[config.mk]
export PLATFORM = sky130hd
export DESIGN_NAME = mips_control_fsm_flat
export DESIGN_NICKNAME = d
export VERILOG_FILES = /design/src/rtl/mips_control_fsm_if.sv /design/src/rtl/mips_control_fsm.sv /design/src/flat_wrapper.sv
export SDC_FILE = /design/constraint.sdc
export NUM_CORES = 1
export LEC_CHECK = 0
export CAP_MARGIN = 0
export CELL_PAD_IN_SITES_DETAIL_PLACEMENT = 1
export CELL_PAD_IN_SITES_GLOBAL_PLACEMENT = 1
export CORE_MARGIN = 2
export CORE_UTILIZATION = 39
export DETAILED_ROUTE_END_ITERATION = 8
export DONT_BUFFER_PORTS = 1
export PLACE_DENSITY_LB_ADDON = 0.1
export SYNTH_ARGS = -nofsm -noshare
export SYNTH_HDL_FRONTEND = slang
export SYNTH_SLANG_ARGS = --single-unit
[constraint.sdc]
create_clock -name clk -period 1.21 [get_ports clk]
set_input_delay 0.121 -clock clk [delete_from_list [all_inputs] [get_ports clk]]
set_output_delay 0.121 -clock clk [all_outputs]
set_load 0.005 [all_outputs]
[src/rtl/mips_control_fsm_if.sv]
// Control bundle between the multicycle controller and the datapath.
// The controller is the master: it consumes instruction and zero_flag, and drives every strobe and select.
interface mips_control_fsm_if #(
    parameter int BUS_WIDTH = 16
);
    logic [BUS_WIDTH-1:0] instruction;
    logic                 zero_flag;
    logic                 InsRead;
    logic                 PCnext;
    logic                 MemRead;
    logic                 MemWrite;
    logic                 ALUSrc;
    logic                 RegWrite;
    logic                 outEn;
    logic [1:0]           RegDst;
    logic [1:0]           PCSrc;
    logic [1:0]           MemtoReg;
    logic [2:0]           ALUControl;
    logic                 halted;
    logic                 illegal;
    logic [2:0]           state_dbg;

    modport master (
        input  instruction, zero_flag,
        output InsRead, PCnext, MemRead, MemWrite, ALUSrc, RegWrite, outEn,
               RegDst, PCSrc, MemtoReg, ALUControl, halted, illegal, state_dbg
    );

    modport slave (
        output instruction, zero_flag,
        input  InsRead, PCnext, MemRead, MemWrite, ALUSrc, RegWrite, outEn,
               RegDst, PCSrc, MemtoReg, ALUControl, halted, illegal, state_dbg
    );
endinterface

[src/rtl/mips_control_fsm.sv]
// Multicycle MIPS-style controller: 3 cycles per instruction, 4 for LW and JAL; outputs registered per state.
// No backpressure: one state per clk; strobes are masked while rst is high.
module mips_control_fsm #(
    parameter int BUS_WIDTH = 16
) (
    input  logic                  clk,
    input  logic                  rst,
    mips_control_fsm_if.master    bus
);
    typedef enum logic [2:0] {
        FETCH  = 3'd0,
        DECODE = 3'd1,
        EXEC   = 3'd2,
        MEMWB  = 3'd3,
        LINK   = 3'd4,
        HALT   = 3'd5
    } state_t;

    localparam logic [3:0] OP_R    = 4'h0;
    localparam logic [3:0] OP_ADDI = 4'h1;
    localparam logic [3:0] OP_LW   = 4'h2;
    localparam logic [3:0] OP_SW   = 4'h3;
    localparam logic [3:0] OP_BEQ  = 4'h4;
    localparam logic [3:0] OP_J    = 4'h5;
    localparam logic [3:0] OP_JAL  = 4'h6;
    localparam logic [3:0] OP_JR   = 4'h7;
    localparam logic [3:0] OP_IN   = 4'h8;
    localparam logic [3:0] OP_OUT  = 4'h9;
    localparam logic [3:0] OP_HALT = 4'hF;

    typedef struct packed {
        logic       ins_read;
        logic       pc_next;
        logic       mem_read;
        logic       mem_write;
        logic       alu_src;
        logic       reg_write;
        logic       out_en;
        logic [1:0] reg_dst;
        logic [1:0] pc_src;
        logic [1:0] mem_to_reg;
        logic [2:0] alu_ctl;
        logic       beq;
        logic       halted;
    } ctrl_t;

    state_t state_q, state_d;
    ctrl_t  ctrl_q, ctrl_d;
    logic   illegal_q, illegal_d;

    logic [BUS_WIDTH-1:0] instr;
    logic [3:0]           opcode;
    logic [2:0]           funct;
    logic                 unused_instr_bits;

    assign instr             = bus.instruction;
    assign opcode            = instr[15:12];
    assign funct             = instr[2:0];
    assign unused_instr_bits = ^instr[11:3];

    // Output image of a state; EXEC/MEMWB/LINK use the instruction, which is held stable from DECODE on.
    function automatic ctrl_t ctrl_for(input state_t st, input logic [3:0] op, input logic [2:0] fn);
        ctrl_t c;
        c = '0;
        case (st)
            FETCH: c.ins_read = 1'b1;
            EXEC: begin
                case (op)
                    OP_R: begin
                        c.alu_ctl = fn; c.reg_dst = 2'b01; c.reg_write = 1'b1; c.pc_next = 1'b1;
                    end
                    OP_ADDI: begin
                        c.alu_src = 1'b1; c.reg_write = 1'b1; c.pc_next = 1'b1;
                    end
                    OP_LW: begin
                        c.alu_src = 1'b1; c.mem_read = 1'b1;
                    end
                    OP_SW: begin
                        c.alu_src = 1'b1; c.mem_write = 1'b1; c.pc_next = 1'b1;
                    end
                    OP_BEQ: begin
                        c.alu_ctl = 3'b001; c.beq = 1'b1; c.pc_next = 1'b1;
                    end
                    OP_J:   begin c.pc_src = 2'b10; c.pc_next = 1'b1; end
                    OP_JAL: c.pc_next = 1'b1;
                    OP_JR:  begin c.pc_src = 2'b11; c.pc_next = 1'b1; end
                    OP_IN: begin
                        c.mem_to_reg = 2'b11; c.reg_write = 1'b1; c.pc_next = 1'b1;
                    end
                    OP_OUT: begin c.out_en = 1'b1; c.pc_next = 1'b1; end
                    default: c = '0;
                endcase
            end
            MEMWB: begin
                c.alu_src = 1'b1; c.mem_to_reg = 2'b01; c.reg_write = 1'b1; c.pc_next = 1'b1;
            end
            LINK: begin
                c.reg_dst = 2'b10; c.mem_to_reg = 2'b10; c.reg_write = 1'b1;
                c.pc_src = 2'b10; c.pc_next = 1'b1;
            end
            HALT:    c.halted = 1'b1;
            default: c = '0;
        endcase
        return c;
    endfunction

    always_comb begin
        state_d   = state_q;
        illegal_d = illegal_q;
        case (state_q)
            FETCH: state_d = DECODE;
            DECODE: begin
                if (opcode inside {[4'hA:4'hE]}) begin
                    state_d   = HALT;
                    illegal_d = 1'b1;
                end else begin
                    state_d = EXEC;
                end
            end
            EXEC: begin
                case (opcode)
                    OP_LW:   state_d = MEMWB;
                    OP_JAL:  state_d = LINK;
                    OP_HALT: state_d = HALT;
                    default: state_d = FETCH;
                endcase
            end
            MEMWB:   state_d = FETCH;
            LINK:    state_d = FETCH;
            HALT:    state_d = HALT;
            default: state_d = FETCH;
        endcase
        ctrl_d = ctrl_for(state_d, opcode, funct);
    end

    always_ff @(posedge clk) begin
        if (rst) begin
            state_q   <= FETCH;
            ctrl_q    <= ctrl_for(FETCH, 4'h0, 3'b000);
            illegal_q <= 1'b0;
        end else begin
            state_q   <= state_d;
            ctrl_q    <= ctrl_d;
            illegal_q <= illegal_d;
        end
    end

    // Strobes are registered, so the reset mask must be combinational to silence the cycle rst arrives in.
    assign bus.InsRead    = ctrl_q.ins_read  & ~rst;
    assign bus.PCnext     = ctrl_q.pc_next   & ~rst;
    assign bus.MemRead    = ctrl_q.mem_read  & ~rst;
    assign bus.MemWrite   = ctrl_q.mem_write & ~rst;
    assign bus.RegWrite   = ctrl_q.reg_write & ~rst;
    assign bus.outEn      = ctrl_q.out_en    & ~rst;
    assign bus.ALUSrc     = ctrl_q.alu_src;
    assign bus.RegDst     = ctrl_q.reg_dst;
    assign bus.MemtoReg   = ctrl_q.mem_to_reg;
    assign bus.ALUControl = ctrl_q.alu_ctl;
    // zero_flag reflects the SUB issued in this same EXEC cycle, so the branch select cannot be registered.
    assign bus.PCSrc      = ctrl_q.pc_src | {1'b0, ctrl_q.beq & bus.zero_flag};
    assign bus.halted     = ctrl_q.halted;
    assign bus.illegal    = illegal_q;
    assign bus.state_dbg  = state_q;
endmodule

[src/flat_wrapper.sv]
// flat-port wrapper written by rule: the top's interface ports become plain ports
module mips_control_fsm_flat 
#(
    parameter int BUS_WIDTH = 16
)
  (clk, rst, bus_instruction, bus_zero_flag, bus_InsRead, bus_PCnext, bus_MemRead, bus_MemWrite, bus_ALUSrc, bus_RegWrite, bus_outEn, bus_RegDst, bus_PCSrc, bus_MemtoReg, bus_ALUControl, bus_halted, bus_illegal, bus_state_dbg);
  mips_control_fsm_if #(.BUS_WIDTH(BUS_WIDTH)) bus_i ();
  input  logic clk;
  input  logic rst;
  input wire logic [$bits(bus_i.instruction)-1:0] bus_instruction;
  input wire logic [$bits(bus_i.zero_flag)-1:0] bus_zero_flag;
  output wire logic [$bits(bus_i.InsRead)-1:0] bus_InsRead;
  output wire logic [$bits(bus_i.PCnext)-1:0] bus_PCnext;
  output wire logic [$bits(bus_i.MemRead)-1:0] bus_MemRead;
  output wire logic [$bits(bus_i.MemWrite)-1:0] bus_MemWrite;
  output wire logic [$bits(bus_i.ALUSrc)-1:0] bus_ALUSrc;
  output wire logic [$bits(bus_i.RegWrite)-1:0] bus_RegWrite;
  output wire logic [$bits(bus_i.outEn)-1:0] bus_outEn;
  output wire logic [$bits(bus_i.RegDst)-1:0] bus_RegDst;
  output wire logic [$bits(bus_i.PCSrc)-1:0] bus_PCSrc;
  output wire logic [$bits(bus_i.MemtoReg)-1:0] bus_MemtoReg;
  output wire logic [$bits(bus_i.ALUControl)-1:0] bus_ALUControl;
  output wire logic [$bits(bus_i.halted)-1:0] bus_halted;
  output wire logic [$bits(bus_i.illegal)-1:0] bus_illegal;
  output wire logic [$bits(bus_i.state_dbg)-1:0] bus_state_dbg;
  assign bus_i.instruction = bus_instruction;
  assign bus_i.zero_flag = bus_zero_flag;
  assign bus_InsRead = bus_i.InsRead;
  assign bus_PCnext = bus_i.PCnext;
  assign bus_MemRead = bus_i.MemRead;
  assign bus_MemWrite = bus_i.MemWrite;
  assign bus_ALUSrc = bus_i.ALUSrc;
  assign bus_RegWrite = bus_i.RegWrite;
  assign bus_outEn = bus_i.outEn;
  assign bus_RegDst = bus_i.RegDst;
  assign bus_PCSrc = bus_i.PCSrc;
  assign bus_MemtoReg = bus_i.MemtoReg;
  assign bus_ALUControl = bus_i.ALUControl;
  assign bus_halted = bus_i.halted;
  assign bus_illegal = bus_i.illegal;
  assign bus_state_dbg = bus_i.state_dbg;
  mips_control_fsm #(.BUS_WIDTH(BUS_WIDTH)) u_core (.clk(clk), .rst(rst), .bus(bus_i));
endmodule
==> flow_metrics.tcl, run 1 <==
set metrics [dict create \
    status "finished, violations left" \
    violations "negative hold slack, negative setup slack" \
    grt_max_degree 15 \
    initial_utilization_pct 41.4 \
    critPathTopFamily "simple AND/OR/NAND/NOR gates" \
    synth_top_area_share_pct 42.5 \
    area_delta_synth_final_pct 27.4 \
    worstPathMaxFanout 7 \
    multi_input_area_um2 592 \
    first_iter_violations 7 \
    synth_warnings 0 \
    placed_cell_area_mm2 0.00102 \
    synth-seq-area-share_pct 42.5 \
    core_area_mm2 0.00250 \
    cpPeakStageDelay_ps 400 \
    cts_tree "yes" \
    syn_inst 112 \
    synth_area_per_cell_um2 9.25 \
    synth_async_sr_flop_share_pct 0 \
    io_buffers 0 \
    cap_violations 0 \
    fp-row-count 18 \
    yosysMostFrequentCell "dfxtp_1" \
    synth_top_area_cell "dfxtp_1" \
    crit_slowest_cell "dfxtp_4" \
    drc 0 \
    via_count 815 \
    min_path_type "input pin to register" \
    holdWs_ps -129 \
    detail_route.wl_per_cell_um 15.6 \
    fin_area_mm2 0.00132 \
    gr-usage-all-layers_pct 15.6 \
    clock_skew_ps 4.77 \
    crit_path_start_kind "register" \
    ys_top_cells_by_area "dfxtp_1, buf_4, nor2b_1" \
    cts-buffers-inserted 3 \
    grt_pass1_vias 797 \
    p_per_area_mw_per_mm2 1140 \
    synth_ff_type "dfxtp_1" \
    synth_edf_count 0 \
    worstPathRequired_ps 1470 \
    die_h_um 55.5 \
    period_share_pct 110 \
    ir_drop_v 0.000698 \
    critPathBufInv 1 \
    firstDrtPassIters 4 \
    clk_latency_ps 310 \
    via_per_inst 5.40 \
    setup_ws_ps -121 \
    antenna_found_initial 0 \
    h-tree-depth 1 \
    crit_path_cell_trace "nor3b_4 -> buf_6 -> nand2_4 -> o22a_1 -> nor2_1" \
    fmax_mhz 751 \
    muxShareOfSynthArea_pct 1.09 \
    drtAntennaViolNets 0 \
    dieArea_mm2 0.00308 \
    cts.sinks 22 \
    syn_area_mm2 0.00104 \
    yosys.area_share.adder_pct 0 \
    fin_total_pwr_w 0.00150 \
    grt_pass1_wl_um 3770 \
    hpwl_um 1440 \
    hold_viol 6 \
    slew_headroom_pct 66.7 \
    synth_common_cells "dfxtp_1, buf_4, nand2_1, nor2b_1, nor2_1" \
    p_leak_nw 0.529 \
    dp_slack_ps -204 \
    routed_wl_um 2350 \
    slew_violations 0 \
    ys_seq_elements 22 \
    fin_nets 141 \
    syn-num-nets 131 \
    setup_viol 19 \
    worstMarginPinSlew_ps 497 \
    nFillCells 289 \
    synth_top_family_by_area "simple AND/OR/NAND/NOR gates" \
    die_w_um 55.5 \
    root_buffer "clkbuf_4" \
    arrival_ps 1590 \
    finalCriticalPeriod_ps 1330 \
    crit_path_end_kind "register" \
    grt-ovfl-total 0 \
    drive_gt1_share_pct 33.1 \
    antennaDiodeCount 0 \
    gp_congestion 0.728 \
    cts_buffer_depth 2 \
    fin_util_pct 52.8 \
    crit_type "register to register" \
    clkSlewWorstSetupHoldPaths_ps 120 \
    rsz0062_at_grt "yes" \
    register_area_um2 452 \
    ios 40 \
    synthSimpleGateAreaFrac_pct 27.4 \
    synth_xor_xnor_area_share_pct 0.845 \
    synth_compound_area_share_pct 16.2 \
    yosysUniqueCellTypes 40 \
]
-- cells by family after synthesis --
group,count (synthesis)
XOR/XNOR,1
flip-flops,22
AND/OR/NAND/NOR,45
buffers and inverters,19
AO/OA/AOI/OAI,24
multiplexers,1
-- routing by layer --
metal  track usage [%]  vias to the layer above  routed length [µm]
met3              3.75                        5                 113
met2              24.1                       23                1130
met1              20.5                      394                1070
li1                  -                      393                   -
met5                 0                        -                   0
met4              6.62                        0                  36
-- layout make-up --
| type | instances | area share, % |
|---|---|---|
| clock buffers | 4 | 2.75 |
| inverters | 4 | 1.14 |
| multi-input cells | 71 | 44.8 |
| flip-flops and latches | 22 | 34.2 |
| well taps | 30 | 2.84 |
| repair buffers | 20 | 14.2 |
-- layout by cell type (no fill, tap or decap), drive strengths merged, types with 2 or more instances in the layout --
cell type | netlist | routed
nand3 | 3 | 3
dlygate4sd3 | 0 | 9
inv | 4 | 4
a21oi | 6 | 6
and2 | 2 | 2
clkbuf | 1 | 4
nor2b | 8 | 8
nor2 | 9 | 9
nor3 | 5 | 5
nand2 | 8 | 8
and3 | 3 | 3
a22oi | 2 | 2
o21ai | 6 | 6
dfxtp | 22 | 22
buf | 14 | 11
a21o | 2 | 2
-- path summary, 6_finish.rpt --
| path | start | to | slack (ps) | depth (start not counted) |
|---|---|---|---|---|
| worst max register to register | u_core.bus.state_dbg[0] | u_core.ctrl_q[12] | -120 | 5 |
| worst max-delay path | u_core.bus.state_dbg[0] | u_core.ctrl_q[12] | -120 | 5 |
| worst min-delay path | bus_instruction[12] | u_core.ctrl_q[15] | -130 | 1 |
| worst min register to register | u_core.bus.illegal | u_core.bus.illegal | 520 | 2 |
-- sequential cells by signal (all words and copies together), names as in the netlist --
name and count:
u_core.ctrl_q 9, u_core.bus.state_dbg 3, u_core.bus.RegDst 2, u_core.bus.ALUSrc 1
u_core.bus.ALUControl 3, u_core.bus.MemtoReg 2, u_core.bus.halted 1, u_core.bus.illegal 1
-- through the flow --
stage	setup TNS [ps]	cells
finish	-1610	151
global route	-2750	151
CTS	-1720	151
detailed placement	-1870	133
global placement	-1910	133
floorplan	-404	112
-- repair_timing --
item                                    CTS  global route
endpoints found under the hold margin    20             7
setup buffers                             6             1
gates resized for setup                  18            11
endpoints found under the setup margin   19            21
hold buffers                              8             1
pin swaps                                 9             5
-- power breakdown --
group	total [W]	leakage, nW	internal, W	switching [W]
Combinational	0.000311	0.328	0.000162	0.000149
Sequential	0.000782	0.181	0.000756	0.0000262
Clock	0.000410	0.0210	0.000184	0.000226
Note: power is estimated with default switching activity, not from simulation.
==> inputs of run 2 (changes only) <==
--- a/config.mk
+++ b/config.mk
@@ -13,6 +13,8 @@
 export DETAILED_ROUTE_END_ITERATION = 8
 export DONT_BUFFER_PORTS = 1
 export PLACE_DENSITY_LB_ADDON = 0.1
+export SKIP_LAST_GASP = 1
 export SYNTH_ARGS = -nofsm -noshare
 export SYNTH_HDL_FRONTEND = slang
 export SYNTH_SLANG_ARGS = --single-unit
+export TNS_END_PERCENT = 50
==> run 2 against run 1 <==
  * The flow still finishes with violations (negative hold slack, negative setup slack)
  * Register-to-register slack about the same
  * Fmax up 0.21%
  * Combinational power about the same
  * Die area is the same
  * Core utilization down 1.6 points
  * Global-route usage is 1.3 points higher
  * Via count fell by 0.98%
  * Cell count decreased by 0.66%
  * Largest cell class unchanged
  * Largest power group unchanged
==> flow_metrics.tcl, run 2 (synthesis gave the netlist of run 1 again) <==
set metrics [dict create \
    p_int_w 0.00111 \
    worstPathMaxFanout 6 \
    crit_slowest_cell "or4b_4" \
    worstMarginPinSlew_ps 588 \
    via_count 807 \
    grt-ovfl-total 0 \
    h-tree-depth 1 \
    cts_buffer_depth 2 \
    dp_slack_ps -208 \
    drc 0 \
    grt_max_degree 15 \
    cts_tree "yes" \
    slew_headroom_pct 60.6 \
    clkSlewWorstSetupHoldPaths_ps 130 \
    p_sw_w 0.000402 \
    hold_viol 8 \
    hpwl_um 1460 \
    routed_wl_um 2550 \
    placed_cell_area_mm2 0.00102 \
    clock_skew_ps 4.35 \
    min_path_type "input pin to register" \
    dieArea_mm2 0.00308 \
    setup_viol 18 \
    slew_violations 0 \
    fin_nets 140 \
    period_share_pct 110 \
    io_buffers 0 \
    status "finished, violations left" \
    worstPathRequired_ps 1480 \
    crit_path_start_kind "register" \
    initial_utilization_pct 41.4 \
    die_w_um 55.5 \
    via_per_inst 5.38 \
    gr-usage-all-layers_pct 16.9 \
    top_register "u_core.ctrl_q" \
    firstDrtPassIters 4 \
    switching_share_pct 26.7 \
    gp_congestion 0.693 \
    grt_pass1_wl_um 4000 \
    min_path_cells 1 \
    crit_type "register to register" \
    clk_latency_ps 310 \
    rsz0062_at_grt "yes" \
    p_per_area_mw_per_mm2 1180 \
    cts-buffers-inserted 3 \
    root_buffer "clkbuf_4" \
    setup_ws_ps -118 \
    power_frac_seq_pct 51.8 \
    grt_pass1_vias 790 \
    fin_total_pwr_w 0.00151 \
    fp-row-count 18 \
    ir_drop_v 0.000648 \
    area_delta_synth_final_pct 23.6 \
    cpPeakStageDelay_ps 610 \
    r2r_cells 4 \
    p_leak_nw 0.518 \
    die_h_um 55.5 \
    core_area_mm2 0.00250 \
    arrival_ps 1590 \
    drtAntennaViolNets 0 \
    holdWs_ps -137 \
    cap_violations 0 \
    violations "negative hold slack, negative setup slack" \
    detail_route.wl_per_cell_um 17.0 \
    antennaDiodeCount 0 \
    first_iter_violations 20 \
    antenna_found_initial 0 \
    power_frac_comb_pct 20.7 \
    fin_area_mm2 0.00128 \
    final_common_cell "dfxtp_1" \
    fmax_mhz 753 \
    largest_register_ffs 9 \
    drive_gt1_share_pct 30.8 \
    ios 40 \
    clkPwrFrac_pct 27.6 \
    crit_path_end_kind "register" \
    finalCriticalPeriod_ps 1330 \
    crit_path_cell_trace "or4b_4 -> nor2_8 -> nand3_4 -> nor2_2" \
    cts.sinks 22 \
    layout_common_cells "dfxtp_1, buf_4, nor2b_1, nand2_1, dlygate4sd3_1" \
]
run 2: final timing paths:
path                                 from            endpoint  slack (ps)
hold reg to reg        u_core.bus.illegal  u_core.bus.illegal         520
hold / removal        bus_instruction[12]   u_core.ctrl_q[15]        -140
setup / recovery  u_core.bus.state_dbg[2]    u_core.ctrl_q[7]        -120
setup reg to reg  u_core.bus.state_dbg[2]    u_core.ctrl_q[7]        -120
run 2: layer usage:
| layer | GRT usage (%) | wire length [µm] | share of wire [%] |
|---|---|---|---|
| met5 | 0 | 0 | 0 |
| met4 | 5.23 | 21 | 0.82 |
| met3 | 4.22 | 135 | 5.3 |
| met2 | 28.7 | 1290 | 50 |
| met1 | 20.8 | 1110 | 43 |
run 2: final cells by class:
type,count,area [µm²]
clock buffers,4,36.3
fillers,282,1220
inverters,4,15.0
repair buffers,19,164
flip-flops and latches,22,452
well taps,30,37.5
multi-input cells,71,576
run 2: metrics by stage:
step | TNS [ps] | util (%) | std cells
5_1_grt | -2180 | 51.2 | 150
2_1_floorplan | -404 | - | 112
4_1_cts | -1330 | 49.7 | 149
6_report | -1310 | 51.2 | 150
3_5_place_dp | -1660 | 40.6 | 133
3_3_place_gp | -1840 | 40.6 | 133
run 2: power by group through the flow:
stage               Clock, W  Combinational (W)  Sequential [W]
floorplan                  0           0.000174        0.000792
global placement           0           0.000197        0.000794
detailed placement         0           0.000199        0.000795
CTS                 0.000427           0.000292        0.000780
global route        0.000457           0.000337        0.000785
finish              0.000416           0.000312        0.000781
run 2: critical path: cells and delay by family (launching register included):
family           cells  cell delay, ps
flip-flops           1             390
AND/OR/NAND/NOR      4             890
run 2: repair_timing:
action                                 4_1_cts  5_1_grt
pin swaps                                    4        6
hold buffers                                 6        1
setup buffers                                6        1
gates cloned                                 0        0
endpoints found under the hold margin       21        9
setup endpoints to repair                   20       20
gates resized for setup                     17        5
==> patch, RTL diff (config.mk and constraints of run 2) <==
Reset style: asynchronous (`rst`), changed in one clocked block.
--- a/src/rtl/mips_control_fsm.sv
+++ b/src/rtl/mips_control_fsm.sv
@@ -133,7 +133,7 @@
         ctrl_d = ctrl_for(state_d, opcode, funct);
     end
 
-    always_ff @(posedge clk) begin
+    always_ff @(posedge clk or posedge rst) begin
         if (rst) begin
             state_q   <= FETCH;
             ctrl_q    <= ctrl_for(FETCH, 4'h0, 3'b000);
Formal check against the unedited RTL: differs if rst is asserted again (counterexample within 4 cycles, from zero or initial values and one cycle with rst high); with rst held inactive, the same outputs for 10 cycles.
==> patch against run 2 <==
  * The flow finishes with violations (setup timing)
  * Die area grew 1.8%
  * Setup slack gained 26 ps
  * Global-route usage is 0.86 points lower
  * Clock skew fell by 2.4 ps
  * Count of clock-buffer cells in the layout did not move
  * Critical path type unchanged
  * Sequential cell count unchanged
  * Highest routed layer unchanged
  * Routed wire length decreased by 13%
  * Synthesized area rose by 1.9%
  * Critical path depth unchanged
  * Largest cell class is now flip-flops and latches
  * Final area is 3.0% higher
  * Final cell count stayed put
Power is not compared: it rests on default switching activity, and its combinational part moved more than twofold at a synthesized area within 25%.
==> patch: results (changes against run 2) <==
* Status: finished with violations (unchanged)
* Violated checks: setup timing (was hold timing, setup timing)
* CTS resizes at 2 (was 17)
* Synth Flop Type: dfrtp_1 (was dfxtp_1)
* Overall Global Routing Usage at 16.0% (was 16.9%)
* CTS Hold Buffers Added at 10 (was 6)
* Post-synthesis compound-gate area fraction at 12.4% (was 16.2%)
* FFs w/ async S/R, synth at 100% (was 0%)
* R2R Setup Slk at -90 ps (was -120 ps)
* Post-Layout Cell Count at 150 (unchanged)
* Max reg flops at 9 (unchanged)
* XOR/XNOR Fraction of Synth Area at 0% (was 0.845%)
* M2 GR Usage at 25.2% (was 28.7%)
* Placed inst area at 0.00110 mm2 (was 0.00102 mm2)
* TritonCTS buffer count at 3 (unchanged)
* Met1 GRT Util at 20.7% (was 20.8%)
* Starting DRC count in detailed routing at 3 (was 20)
* Max stage delay on crit path at 470 ps (was 610 ps)
* Post-synthesis sequential area ratio at 52.3% (was 42.5%)
* Routability cong. at 0.746 (was 0.693)
* CP max-delay cell: dfrtp_2 (was or4b_4)
* Maximum VDD drop at roughly 0.0012 V
* Final setup margin at -92.4 ps (was -118 ps)
* Met2 wire length at 1100 um (was 1290 um)
* Met3 Usage GRT at 4.19% (was 4.22%)
* Mapped Cells at 101 (was 112)
* Largest family of logic cells by synthesized area: simple AND/OR/NAND/NOR gates (unchanged)
* Drt via density at 5.15 (was 5.38)
* # placed instances at 132 (was 133)
* M1 WL at 961 um (was 1110 um)
* Worst EP arrival at 1540 ps (was 1590 ps)
* Most frequent cells after synthesis: 21 x dfrtp_1, 10 x nor2_1, 9 x nor2b_1, 8 x buf_4, 8 x nand2_1 (was 22 x dfxtp_1, 9 x buf_4, 8 x nand2_1, 8 x nor2b_1, 6 x nor2_1)
* Iteration count of the initial detailed-routing pass at 3 (was 4)
* Share of cells above drive strength 1 at 30.0% (was 30.8%)
* Fillcell total at 287 (was 282)
* Least-Margin Pin Slew at 402 ps (was 588 ps)
* Post-Syn Nets at 120 (was 131)
* Worst Skew at 1.96 ps (was 4.35 ps)
* Hold Crit Depth at 3 (was 1)
* Hold Slack at 27.5 ps (was -137 ps)
* Post-synthesis mux area share at 0% (was 1.09%)
* DR WL met3 at 118 um (was 135 um)
* Hpwl dp at 1550 um (was 1460 um)
* Vias in the first global route at 807 (was 790)
* First-pass GRT wire length at 3870 um (was 4000 um)
* Htree depth at 1 (unchanged)
* Setup_tns at -453 ps (was -1310 ps)
* Final setup fails at 8 (was 18)
* Dominant cells by area after synthesis: dfrtp_1 50%, buf_4 5.7%, nor2b_1 5.3% (was dfxtp_1 43%, buf_4 6.5%, nor2b_1 4.8%)
* Netlist cell types at 33 (was 40)
* Worst slack, placed at -96.2 ps (was -208 ps)
* Final WL at 2220 um (was 2550 um)
* Post-CTS Setup Inserts at 1 (was 6)
-- patch: cell types whose count changed after synthesis, sizes merged, moves of 3 or more --
cell / run 2 / this run
dfxtp: 22 / 0
dfrtp: 0 / 21
nand2b: 0 / 3
o21ai: 6 / 2
buf: 14 / 11
nor3: 5 / 2
-- patch: path summary, 6_finish.rpt --
kind	start	end
max	u_core.bus.state_dbg[1]$_DFF_PP0_	u_core.bus.MemtoReg[1]$_DFF_PP0_
min	bus_instruction[12]	u_core.bus.RegDst[1]$_DFF_PP0_
max reg2reg	u_core.bus.state_dbg[1]$_DFF_PP0_	u_core.bus.MemtoReg[1]$_DFF_PP0_
min reg2reg	u_core.bus.illegal$_DFFE_PP0P_	u_core.bus.illegal$_DFFE_PP0P_
max in group asynchronous	rst	u_core.ctrl_q[17]$_DFF_PP1_
min in group asynchronous	rst	u_core.bus.MemtoReg[0]$_DFF_PP0_
-- patch: power by group through the flow --
stage,Clock (W),Sequential (W),Combinational (W)
6_report,0.000399,0.000998,0.00102
5_1_grt,0.000460,0.00102,0.00112
4_1_cts,0.000415,0.00101,0.000914
3_5_place_dp,0,0.00102,0.000817
3_3_place_gp,0,0.00102,0.000794
2_1_floorplan,0,0.00102,0.000519
-- patch: worst max-delay path: cells and delay by family, from the launching register on --
family,cells,cell delay (ps)
and+or+nand+nor,3,610
DFF,1,470
AOI/OAI and AO/OA,1,170
-- patch: cell type report --
type	count	area [um2]	area share [%]
Sequential cell	22	554	42.0
Tap cell	30	37.5	2.85
Multi-Input combinational cell	61	438	33.2
Clock buffer	4	36.3	2.75
Timing Repair Buffer	26	226	17.2
Inverter	7	26.3	1.99
